**src/rtl/clock_gen_pkg.sv**
```systemverilog
// Shared helpers for the multi-channel NCO timebase.
// Increment math and channel-select width.
package clock_gen_pkg;

  function automatic logic [63:0] calc_inc(
    input int unsigned     width,
    input longint unsigned fin,
    input longint unsigned fout
  );
    logic [63:0] num;
    num = (64'd1 << width) * fout;
    return (num - 64'd1) / fin + 64'd1;
  endfunction

  function automatic int chan_w(input int n);
    return (n > 1) ? $clog2(n) : 1;
  endfunction

  localparam int CHAN_W = chan_w(4);

endpackage

```
**src/rtl/nco_channel.sv**
```systemverilog
// One phase-accumulator channel with deferred
// increment update applied on the wrapping step.
module nco_channel
  import clock_gen_pkg::*;
#(
  parameter int               WIDTH       = 32,
  parameter logic [WIDTH-1:0] DEFAULT_INC = '0
) (
  input  logic             clk,
  input  logic             reset,
  input  logic             en_i,
  input  logic             sync_i,
  input  logic             wr_i,
  input  logic [WIDTH-1:0] wdata_i,
  output logic             pending_o,
  output logic             slow_clk_o,
  output logic             tick_o
);

  logic [WIDTH-1:0] acc_q, acc_d;
  logic [WIDTH-1:0] inc_q, inc_d;
  logic [WIDTH-1:0] nxt_q, nxt_d;
  logic             pend_q, pend_d;
  logic             tick_q, tick_d;
  logic [WIDTH:0]   sum;

  assign sum = {1'b0, acc_q} + {1'b0, inc_q};

  always_comb begin
    acc_d  = acc_q;
    inc_d  = inc_q;
    nxt_d  = nxt_q;
    pend_d = pend_q;
    tick_d = 1'b0;
    if (sync_i) begin
      acc_d = '0;
      if (wr_i) begin
        inc_d  = wdata_i;
        pend_d = 1'b0;
      end else if (pend_q) begin
        inc_d  = nxt_q;
        pend_d = 1'b0;
      end
    end else begin
      if (en_i) begin
        acc_d  = sum[WIDTH-1:0];
        tick_d = sum[WIDTH];
        // swap rate only at a period boundary
        if (sum[WIDTH] && pend_q) begin
          inc_d  = nxt_q;
          pend_d = 1'b0;
        end
      end
      if (wr_i) begin
        nxt_d  = wdata_i;
        pend_d = 1'b1;
      end
    end
  end

  always_ff @(posedge clk or posedge reset) begin
    if (reset) begin
      acc_q  <= '0;
      inc_q  <= DEFAULT_INC;
      nxt_q  <= '0;
      pend_q <= 1'b0;
      tick_q <= 1'b0;
    end else begin
      acc_q  <= acc_d;
      inc_q  <= inc_d;
      nxt_q  <= nxt_d;
      pend_q <= pend_d;
      tick_q <= tick_d;
    end
  end

  assign pending_o  = pend_q;
  assign slow_clk_o = acc_q[WIDTH-1];
  assign tick_o     = tick_q;

endmodule

```
**src/rtl/multi_nco_clock_gen.sv**
```systemverilog
// Multi-channel NCO clock/tick generator: config
// decode, ready mux and sync fan-out over channels.
module multi_nco_clock_gen
  import clock_gen_pkg::*;
#(
  parameter int          WIDTH            = 32,
  parameter int          CHANNELS         = 4,
  parameter longint      FREQ_IN          = 50000000,
  parameter longint      FREQ_OUT_DEFAULT = 1
) (
  input  logic                          clk,
  input  logic                          reset,
  input  logic [CHANNELS-1:0]           enable,
  input  logic                          sync,
  input  logic                          cfg_valid,
  output logic                          cfg_ready,
  input  logic [chan_w(CHANNELS)-1:0]   cfg_chan,
  input  logic [WIDTH-1:0]              cfg_inc,
  output logic [CHANNELS-1:0]           slow_clk,
  output logic [CHANNELS-1:0]           tick
);

  localparam int CW = chan_w(CHANNELS);

  typedef logic [WIDTH-1:0] inc_t;
  typedef logic [CW-1:0]    chan_t;

  localparam inc_t DEFAULT_INC = inc_t'(calc_inc(
    WIDTH, FREQ_IN, FREQ_OUT_DEFAULT));
  localparam logic [CW:0] NCH = (CW+1)'(CHANNELS);

  logic [CHANNELS-1:0] pend_w;
  logic [CHANNELS-1:0] wr;
  logic [2**CW-1:0]    pend_pad;
  logic                in_range;
  logic                accept;

  assign in_range = {1'b0, cfg_chan} < NCH;

  always_comb begin
    pend_pad = '0;
    pend_pad[CHANNELS-1:0] = pend_w;
  end

  // out-of-range writes are always accepted and dropped
  assign cfg_ready = in_range ? ~pend_pad[cfg_chan] : 1'b1;
  assign accept    = cfg_valid & cfg_ready & in_range;

  for (genvar i = 0; i < CHANNELS; i++) begin : g_ch
    assign wr[i] = accept & (cfg_chan == chan_t'(i));

    nco_channel #(
      .WIDTH       (WIDTH),
      .DEFAULT_INC (DEFAULT_INC)
    ) u_ch (
      .clk        (clk),
      .reset      (reset),
      .en_i       (enable[i]),
      .sync_i     (sync),
      .wr_i       (wr[i]),
      .wdata_i    (cfg_inc),
      .pending_o  (pend_w[i]),
      .slow_clk_o (slow_clk[i]),
      .tick_o     (tick[i])
    );
  end

endmodule

```
**config.mk**
```make
export PLATFORM = sky130hd
export DESIGN_NAME = multi_nco_clock_gen
export DESIGN_NICKNAME = d
export VERILOG_FILES = /design/src/rtl/clock_gen_pkg.sv /design/src/rtl/nco_channel.sv /design/src/rtl/multi_nco_clock_gen.sv
export SDC_FILE = /design/constraint.sdc
export NUM_CORES = 1
export LEC_CHECK = 0
export CAP_MARGIN = 20
export CORE_ASPECT_RATIO = 0.75
export CORE_MARGIN = 2
export CORE_UTILIZATION = 50
export DETAILED_ROUTE_END_ITERATION = 12
export GPL_TIMING_DRIVEN = 0
export HOLD_SLACK_MARGIN = 0.08
export PLACE_DENSITY_LB_ADDON = 0.25
export RECOVER_POWER = 50
export SETUP_SLACK_MARGIN = 0.02
export SLEW_MARGIN = 20
export SYNTH_ARGS = -nofsm -noshare
export SYNTH_HDL_FRONTEND = slang
export SYNTH_SLANG_ARGS = --single-unit
```
**constraint.sdc**
```tcl
create_clock -name clk -period 12.9 [get_ports clk]
set_input_delay 2.58 -clock clk [delete_from_list [all_inputs] [get_ports clk]]
set_output_delay 2.58 -clock clk [all_outputs]
set_load 0.05 [all_outputs]
```
==> results of run 1 <==
[logic make-up (layout without fill, tap and decap cells)]
| logic type | Yosys count | count (layout) |
|---|---|---|
| fa+ha+maj | 132 | 132 |
| simple gates | 507 | 507 |
| xor+xnor | 75 | 75 |
| compound gates | 640 | 640 |
| buf+inv | 164 | 301 |
| flops | 392 | 392 |
| mux | 347 | 347 |
[worst min-delay path by stage]
stage / endpoint / cells past startpoint / slack [ps] / startpoint
floorplan: g_ch[1].u_ch.acc_q[23] / 2 / 450 / g_ch[1].u_ch.acc_q[23]
global placement: g_ch[1].u_ch.acc_q[23] / 2 / 460 / g_ch[1].u_ch.acc_q[23]
detailed placement: g_ch[1].u_ch.acc_q[23] / 2 / 470 / g_ch[1].u_ch.acc_q[23]
CTS: g_ch[1].u_ch.acc_q[23] / 2 / 490 / g_ch[1].u_ch.acc_q[23]
global route: g_ch[3].u_ch.nxt_q[22] / 1 / 510 / g_ch[3].u_ch.nxt_q[22]
finish: g_ch[1].u_ch.acc_q[23] / 2 / 490 / g_ch[1].u_ch.acc_q[23]
[cells in the mapped netlist (36+ instances only)]
cell	count	area share, %
a21o_1	69	2.2
or4_1	36	1.1
dfrtp_1	376	40
mux2i_1	90	3.8
o211a_1	36	1.5
nor2_1	146	2.3
clkbuf_1	92	1.5
o21ai_0	72	1.5
a211oi_1	36	1.1
nand2_1	130	2.1
xnor2_1	56	2.1
ha_1	128	6.8
a21oi_1	178	3.8
mux2_2	252	12
nand3_1	38	0.80
[through the flow]
stage	worst slack, ps	hold slack, ps	cells
2_1_floorplan	5060	453	2257
3_3_place_gp	2270	465	2943
3_5_place_dp	5170	474	2957
4_1_cts	5160	489	3033
5_1_grt	2870	513	3033
6_report	4130	489	3033
[cell type report]
class                      count  area (sq um)
buffer                       128           533
clock buffer                  60          1190
clock inverter                16           168
fill                        4060         20700
inverter                      36           136
multi-input combinational   1701         13200
sequential                   392          9830
tap                          639           800
timing repair buffer          61           547
[routing by layer]
metal / wire (um) / up-vias
met5: 0 / -
met4: 2040 / 0
met3: 4540 / 115
met2: 28800 / 608
met1: 31600 / 9653
li1: - / 8724
[tightest hold or removal path, cell delays in order (launching register included)]
cell and delay, ps:
dfrtp_1 350, nand2_1 60, o31ai_1 50
[sequential cells by signal, indices dropped and copies added, names as in the netlist]
signal	count
g_ch.u_ch.nxt_q	128
g_ch.u_ch.acc_q	128
g_ch.u_ch.pending_o	4
g_ch.u_ch.inc_q	128
g_ch.u_ch.tick_o	4
[power groups by stage]
stage / Combinational, mW / Sequential, mW / Clock, mW
final: 1.92 / 1.78 / 1.22
after global routing: 2.14 / 1.82 / 1.30
after CTS: 1.90 / 1.78 / 1.24
after detailed placement: 1.89 / 1.80 / 0
after global placement: 1.81 / 1.79 / 0
after floorplan: 1.51 / 1.71 / 0
==> results.ini, run 1 <==
[pwr]
irDropWorstVdd_mv = 0.148
leakagePower_nw = 12.4
switchingPower_mw = 1.79
seqPwrFrac_pct = 36.2
power_frac_clock_pct = 24.9
power_frac_comb_pct = 39.0
swShare_pct = 36.3
power_mw = 4.92
powerDensity_nw_per_um2 = 187
p_int_mw = 3.14

[clocking]
htree_num_levels = 2
cts-resized-gates = 0
clk_pin_slew_ps = 70
cts_tree = built
numCtsBuffers = 41
cts_hold_buffers = 0
cts_buffer_depth = 3
cts_root_buf = clkbuf_16
cts.sinks = 392
clock_latency_ps = 560
post-cts-setup-buffers = 0

[floorplanning]
die_w_um = 255
start_util_pct = 50.3
core_sq_um = 47100
num_rows = 69
die_area_sq_um = 49100
io_pins = 51
die_y_um = 192

[timing]
rsz0062_at_grt = false
setup_tns_ps = 0
slew_headroom_pct = -24.1
final_hold_viol_count = 0
clock_skew_ps = 19.6
period_share_pct = 68.0
fmax_mhz = 114
final_max_slew_viol_count = 264
finalSetupViolCount = 0
tightest_slew_ps = 1860
fin_crit_ps = 8770

[worst_setup_path]
end_kind = asynchronous set/reset pin
cp.required_ps = 13210
crit_buf_inv = 6
worst_ep_arrival_time_ps = 9080
crit_type = in2async
startpoint_type = input port
endpoint = g_ch[2].u_ch.acc_q[20]
rr_worst_depth = 11
r2r_setup_slack_ps = 8930
reg2reg_from = g_ch[0].u_ch.inc_q[0]
slowest_stage = clkbuf_1
crit_family = buffers and inverters
cpMostUsedCell = clkbuf_1
path_cells = dlygate4sd3_1 -> clkinvlp_2 -> clkbuf_1 -> clkbuf_1 -> clkbuf_1 -> clkbuf_1
critical_path.max_fanout = 33
startpoint = reset
slowest_delay_ps = 1400
worst-path-stages = 6
worst_r2r_endpoint = g_ch[0].u_ch.inc_q[27]

[placement]
dpl.hpwl_um = 48400
placed_area_sq_um = 25200
gp_congestion = 0.926
io_buffer_count = 47

[drt]
drcViolationCount = 0
avgViaCountPerCell = 6.30
drt_iter0_markers = 1702
antenna_left = 0
wirelength_um = 67000
routed-via-count = 19100
wl_per_cell_um = 22.1
dr.pass1.iters = 6

[synth]
synth_top_family_by_area = compound AO/OA/AOI/OAI gates
synth.distinct_cells = 80
ys_ff_latch = 392
synth_mux_area_share_pct = 16.1
ys.flop_type = dfrtp_1
syn_avg_cell_area_sq_um = 10.5
yosysWarnings = 0
synth_xor_area_share_pct = 2.77
seq_area_frac_synth_pct = 41.5
syn_area_sq_um = 23700
synth_edf_count = 0
synth_compound_area_share_pct = 19.3
syn_nets = 2431
synthAdderAreaFrac_pct = 7.10
synthCells = 2257
yosys.area_share.simple_pct = 10.5
async_flop_share_pct = 100

[global_routing]
grt_usage_pct = 27.7
top_usage_layer = met2
grt_pass1_wl_um = 106000
globalRouteMet3Util_pct = 5.07
grt_overflow_total = 0
grt_max_degree = 36
grt_use_met2_pct = 41.7
met1_usage_pct = 40.5
grt_pass1_vias = 18868
antenna_found_initial = 3

[finish]
drive_above_1_share_pct = 17.5
final_nets = 2535
postLayoutCellArea_sq_um = 26400
final_common_cell = dfrtp_1
final_cell_mix = 376 x dfrtp_1, 252 x mux2_2, 178 x a21oi_1, 146 x nor2_1, 130 x nand2_1
fin_util_pct = 56.1
syn2layout_area_growth_pct = 11.4
n_antenna_cell = 0

[flow_run]
drv_cap = 10

[outcome]
violations = max-capacitance violations, max-slew violations
status = complete, but fails checks

[worst_hold_path]
hold_path_class = reg2reg

Power figures use the tool's default switching activity.
==> run 2, diff against run 1 <==
==> constraint.sdc (replaced) <==
create_clock -name clk -period 7.1 [get_ports clk]
set_input_delay 1.42 -clock clk [delete_from_list [all_inputs] [get_ports clk]]
set_output_delay 1.42 -clock clk [all_outputs]
set_load 0.05 [all_outputs]
==> run 2 against run 1 <==
The flow still finishes with violations (max-capacitance violations, max-slew violations); core utilization is 0.19 points higher; largest power group unchanged; critical path depth is 1 lower; clock skew is 0.90 ps higher; die area stayed put; non-clock buffer count stayed put; via count hardly changed; sequential power is 82% higher; hold slack hardly changed; largest cell class unchanged; power is 82% higher; register-to-register slack worse by 5800 ps; setup slack worse by 2600 ps; highest routed layer unchanged.
==> results.ini, run 2 (same netlist as run 1, synthesis figures left out) <==
[outcome]
status = complete, but fails checks
violations = max-capacitance violations, max-slew violations

[timing]
fin_crit_ps = 5540
final_hold_viol_count = 0  ; unchanged
finalSetupViolCount = 0  ; unchanged
clock_skew_ps = 20.5  ; +0.905 ps
final_max_slew_viol_count = 130  ; -51%
period_share_pct = 78.1
fmax_mhz = 180
setup_tns_ps = 0  ; unchanged
tightest_slew_ps = 1870  ; +7.68 ps
rsz0062_at_grt = false
slew_headroom_pct = -24.6  ; -0.51 points

[flow_run]
drv_cap = 6  ; -4

[drt]
wl_per_cell_um = 22.1  ; about the same
routed-via-count = 19112  ; +0.063%
antenna_left = 0  ; unchanged
drt_iter0_markers = 1608  ; -5.5%
avgViaCountPerCell = 6.30  ; about the same
drcViolationCount = 0  ; unchanged
dr.pass1.iters = 5  ; -1
wirelength_um = 67000  ; about the same

[placement]
io_buffer_count = 47  ; unchanged
gp_congestion = 0.926  ; unchanged
dpl.hpwl_um = 48400  ; unchanged
dp.cells = 2957  ; unchanged
placed_area_sq_um = 25200  ; unchanged

[worst_setup_path]
critical_path.max_fanout = 10  ; -70%
crit_buf_inv = 4  ; -2
slowest_delay_ps = 800  ; -600 ps
crit_type = in2out
startpoint_type = input port
slowest_stage = clkdlybuf4s50_1
path_cells = dlygate4sd3_1 -> clkbuf_1 -> mux4_2 -> inv_1 -> clkdlybuf4s50_1
worst_ep_arrival_time_ps = 4120  ; -4960 ps
crit_family = buffers and inverters
cp.required_ps = 5680  ; -7530 ps
end_kind = primary output

[clocking]
cts_hold_buffers = 0  ; unchanged
numCtsBuffers = 41  ; unchanged
cts_tree = built
cts-resized-gates = 0  ; unchanged
cts_buffer_depth = 3  ; unchanged
clk_pin_slew_ps = 70  ; about the same
htree_num_levels = 2  ; unchanged
post-cts-setup-buffers = 0  ; unchanged
cts.sinks = 392  ; unchanged
cts_root_buf = clkbuf_16
clock_latency_ps = 560  ; about the same

[finish]
drive_above_1_share_pct = 17.8  ; +0.25 points
final_common_cell = dfrtp_1
largest_registers = g_ch.u_ch.acc_q (128), g_ch.u_ch.inc_q (128), g_ch.u_ch.nxt_q (128)
n_antenna_cell = 0  ; unchanged
final_cell_mix = 376 x dfrtp_1, 252 x mux2_2, 178 x a21oi_1, 146 x nor2_1, 130 x nand2_1
fin_cells = 3033  ; unchanged
postLayoutCellArea_sq_um = 26500  ; +0.33%
syn2layout_area_growth_pct = 11.8
final_nets = 2535  ; unchanged

[floorplanning]
core_sq_um = 47100  ; unchanged
start_util_pct = 50.3  ; unchanged
num_rows = 69  ; unchanged
io_pins = 51  ; unchanged
die_area_sq_um = 49100  ; unchanged
die_w_um = 255  ; unchanged
die_y_um = 192  ; unchanged

[pwr]
seqPwrFrac_pct = 36.1  ; about the same
swShare_pct = 36.3  ; about the same
leakagePower_nw = 12.4  ; +0.34%
switchingPower_mw = 3.25  ; +82%
power_frac_comb_pct = 39.0  ; about the same
p_int_mw = 5.71  ; +82%
irDropWorstVdd_mv = 0.269  ; +82%
powerDensity_nw_per_um2 = 338  ; +81%
power_frac_clock_pct = 24.8  ; about the same

[global_routing]
antenna_found_initial = 3  ; unchanged
grt_pass1_wl_um = 106000  ; unchanged
grt_overflow_total = 0  ; unchanged
grt_usage_pct = 27.7  ; unchanged
grt_pass1_vias = 18868  ; unchanged
grt_max_degree = 36  ; unchanged

[worst_hold_path]
hold_path_class = reg2reg

==> run 2: metal layers <==
layer / vias up / track usage [%] / share of wire (%)
met5: - / 0 / 0
met1: 9648 / 40.5 / 47
met2: 624 / 41.7 / 43
met4: 0 / 8.55 / 3.1
met3: 119 / 5.07 / 6.9
li1: 8721 / - / -
==> run 2: path summary, 6_finish.rpt <==
path	start	cells after the start	end	slack [ps]
min in group asynchronous	reset	2	g_ch[0].u_ch.nxt_q[0]	1460
max reg2reg	g_ch[0].u_ch.inc_q[0]	11	g_ch[0].u_ch.inc_q[27]	3120
max	cfg_chan[0]	5	cfg_ready	1560
max in group asynchronous	reset	6	g_ch[2].u_ch.inc_q[6]	1950
min reg2reg	g_ch[1].u_ch.acc_q[23]	2	g_ch[1].u_ch.acc_q[23]	490
min	g_ch[1].u_ch.acc_q[23]	2	g_ch[1].u_ch.acc_q[23]	490
==> run 2: final cells by class <==
type	instances	area, sq um
fillers	4046	20600
multi-input cells	1701	13200
flip-flops and latches	392	9830
clock buffers	60	1190
well taps	639	800
repair buffers	61	628
plain buffers	128	533
clock inverters	16	168
inverters	36	136
==> run 2: metrics by stage <==
| stage | utilization (%) | setup WS (ps) | hold slack (ps) | power, mW |
|---|---|---|---|---|
| floorplan | - | 419 | 453 | 5.86 |
| global placement | 53.0 | -2370 | 465 | 6.53 |
| detailed placement | 53.6 | 1070 | 474 | 6.70 |
| CTS | 56.5 | 1620 | 489 | 8.94 |
| global route | 56.3 | 1300 | 513 | 9.55 |
| finish | 56.3 | 1560 | 489 | 8.95 |
==> run 2: power groups by stage <==
stage	sequential, mW	combinational (mW)	clock [mW]
final	3.24	3.49	2.22
after global routing	3.30	3.89	2.36
after CTS	3.23	3.46	2.25
after detailed placement	3.27	3.43	0
after global placement	3.24	3.29	0
after floorplan	3.11	2.75	0
==> run 2: tightest hold or removal path, delay by kind of cell (launching register included) <==
kind             cells  cell delay, ps
AND/OR/NAND/NOR      1              60
AO/OA/AOI/OAI        1              50
flip-flops           1             350
==> run 3, diff against run 2 <==
==> constraint.sdc (replaced) <==
create_clock -name clk -period 5.3 [get_ports clk]
set_input_delay 1.06 -clock clk [delete_from_list [all_inputs] [get_ports clk]]
set_output_delay 1.06 -clock clk [all_outputs]
set_load 0.05 [all_outputs]
==> run 3 against run 2 <==
The run still ends with max-capacitance violations, max-slew violations left; via count down 0.13%; combinational power up 34%; critical path depth up 2; core utilization about the same; flip-flop and latch count unchanged; final cell count about the same; critical path type is now in2reg; critical endpoint is now g_ch[1].u_ch.acc_q[7].
==> results.ini, run 3 (same netlist as run 1, synthesis figures left out) <==
[clocking]
numCtsBuffers = 41  ; unchanged
clk_pin_slew_ps = 70  ; about the same
clock_latency_ps = 560  ; about the same
post-cts-setup-buffers = 0  ; unchanged
cts.sinks = 392  ; unchanged
cts-resized-gates = 0  ; unchanged
cts_tree = built
htree_num_levels = 2  ; unchanged
cts_root_buf = clkbuf_16
cts_hold_buffers = 0  ; unchanged
cts_buffer_depth = 3  ; unchanged

[drt]
routed-via-count = 19088  ; -0.13%
avgViaCountPerCell = 6.29  ; -0.16%
antenna_left = 0  ; unchanged
wl_per_cell_um = 22.0  ; -0.14%
dr.pass1.iters = 5  ; unchanged
wirelength_um = 66900  ; -0.11%
drt_iter0_markers = 1617  ; +0.56%
drcViolationCount = 0  ; unchanged

[global_routing]
grt_usage_pct = 27.7  ; unchanged
globalRouteMet3Util_pct = 5.07  ; unchanged
antenna_found_initial = 3  ; unchanged
top_usage_layer = met2
grt_overflow_total = 0  ; unchanged
grt_use_met2_pct = 41.7  ; unchanged
grt_pass1_vias = 18868  ; unchanged
grt_pass1_wl_um = 106000  ; unchanged
grt_max_degree = 36  ; unchanged
met1_usage_pct = 40.5  ; unchanged

[finish]
final_common_cell = dfrtp_1
drive_above_1_share_pct = 17.8  ; +0.042 points
largest_registers = g_ch.u_ch.acc_q (128), g_ch.u_ch.inc_q (128), g_ch.u_ch.nxt_q (128)
final_nets = 2535  ; unchanged
final_cell_mix = 376 x dfrtp_1, 252 x mux2_2, 178 x a21oi_1, 146 x nor2_1, 130 x nand2_1
syn2layout_area_growth_pct = 11.7  ; about the same
postLayoutCellArea_sq_um = 26500  ; about the same
fillers = 4044  ; -0.049%

[worst_setup_path]
reg2reg_from = g_ch[0].u_ch.inc_q[0]
worst-path-stages = 7  ; +2
cpMostUsedCell = clkbuf_1
end_kind = register
rr_worst_depth = 11  ; unchanged
slowest_stage = dlygate4sd3_1
endpoint = g_ch[1].u_ch.acc_q[7]
critical_path.max_fanout = 10  ; unchanged
crit_buf_inv = 6  ; +2
crit_type = in2reg
crit_family = buffers and inverters
worst_r2r_endpoint = g_ch[0].u_ch.inc_q[27]
r2r_setup_slack_ps = 1350  ; -1770 ps
path_cells = dlygate4sd3_1 -> clkbuf_1 -> clkbuf_1 -> clkbuf_1 -> clkbuf_2 -> clkbuf_1 -> nor2_1
worst_ep_arrival_time_ps = 5410  ; +1290 ps
slowest_delay_ps = 930  ; +130 ps
cp.required_ps = 5700  ; +20 ps
startpoint = sync
startpoint_type = input port

[pwr]
irDropWorstVdd_mv = 0.359  ; +34%
power_mw = 12.0  ; +34%
power_frac_clock_pct = 24.9  ; about the same
p_int_mw = 7.64  ; +34%
seqPwrFrac_pct = 36.2  ; about the same
switchingPower_mw = 4.35  ; +34%
power_frac_comb_pct = 39.0  ; about the same
powerDensity_nw_per_um2 = 453  ; +34%
leakagePower_nw = 12.4  ; about the same
swShare_pct = 36.3  ; about the same

[timing]
final_hold_viol_count = 0  ; unchanged
period_share_pct = 94.4
fin_crit_ps = 5010
whs_ps = 489  ; +0.00800 ps
clock_skew_ps = 19.2  ; -1.32 ps
final_max_slew_viol_count = 96  ; -26%
tightest_slew_ps = 1780  ; -91.6 ps
finalSetupViolCount = 0  ; unchanged
fmax_mhz = 200
setup_tns_ps = 0  ; unchanged
slew_headroom_pct = -18.5  ; +6.1 points
rsz0062_at_grt = false

[flow_run]
drv_cap = 3  ; -3

[placement]
placed_area_sq_um = 25200  ; unchanged
io_buffer_count = 47  ; unchanged
gp_congestion = 0.926  ; unchanged
dpl.hpwl_um = 48400  ; unchanged

[floorplanning]
num_rows = 69  ; unchanged
io_pins = 51  ; unchanged
die_w_um = 255  ; unchanged
die_area_sq_um = 49100  ; unchanged
core_sq_um = 47100  ; unchanged
start_util_pct = 50.3  ; unchanged
die_y_um = 192  ; unchanged

[outcome]
violations = max-capacitance violations, max-slew violations
status = complete, but fails checks

[worst_hold_path]
hold_path_class = reg2reg

==> run 3: cell count changes in the layout (fill, tap and decap cells not counted) <==
cell and change:
clkbuf_1 -1, clkbuf_2 +1, clkbuf_4 +1, buf_12 -2, buf_6 +1, diode_2 +1
==> run 3: worst min-delay path by stage <==
| stage | from | endpoint | slack [ps] | cells after the start |
|---|---|---|---|---|
| final | g_ch[1].u_ch.acc_q[23] | g_ch[1].u_ch.acc_q[23] | 490 | 2 |
| after global routing | g_ch[3].u_ch.nxt_q[22] | g_ch[3].u_ch.nxt_q[22] | 510 | 1 |
| after CTS | g_ch[1].u_ch.acc_q[23] | g_ch[1].u_ch.acc_q[23] | 490 | 2 |
| after detailed placement | g_ch[1].u_ch.acc_q[23] | g_ch[1].u_ch.acc_q[23] | 470 | 2 |
| after global placement | g_ch[1].u_ch.acc_q[23] | g_ch[1].u_ch.acc_q[23] | 460 | 2 |
| after floorplan | g_ch[1].u_ch.acc_q[23] | g_ch[1].u_ch.acc_q[23] | 450 | 2 |
==> run 3: per-layer routing <==
metal	part of all wire (%)	up-vias
met5	0	-
met4	3.1	0
met3	6.9	123
met2	43	619
met1	47	9615
li1	-	8731
==> run 3: power by group through the flow <==
stage	registers (mW)	logic, mW	clock network (mW)
6_report	4.34	4.68	2.98
5_1_grt	4.42	5.21	3.16
4_1_cts	4.33	4.63	3.02
3_5_place_dp	4.37	4.60	0
3_3_place_gp	4.35	4.41	0
2_1_floorplan	4.17	3.68	0
==> run 3: per-stage QoR <==
stage / cells / utilization, % / setup slack [ps]
floorplan: 2257 / - / -1020
global placement: 2943 / 53.0 / -3810
detailed placement: 2957 / 53.6 / -372
CTS: 3033 / 56.5 / 178
global route: 3033 / 56.2 / 150
finish: 3034 / 56.2 / 294
==> run 3: final cells by class <==
cell class / count / area (sq um) / share of cell area, %
multi-input combinational: 1701 / 13200 / 49.8
sequential: 392 / 9830 / 37.2
clock buffer: 60 / 1190 / 4.50
tap: 639 / 800 / 3.02
timing repair buffer: 61 / 608 / 2.30
buffer: 128 / 533 / 2.02
clock inverter: 16 / 168 / 0.634
inverter: 36 / 136 / 0.516
antenna: 1 / 2.50 / 0.00946
==> run 3: worst register-to-register path, stage by stage, from the launching register on <==
cell and delay [ps]:
dfrtp_1 380, ha_1 250, fa_1 430, a211oi_1 390, o2111ai_1 220, nand4_1 200
a31oi_1 180, a21oi_1 370, o31ai_1 200, o31ai_2 440, buf_2 390, mux2_2 390
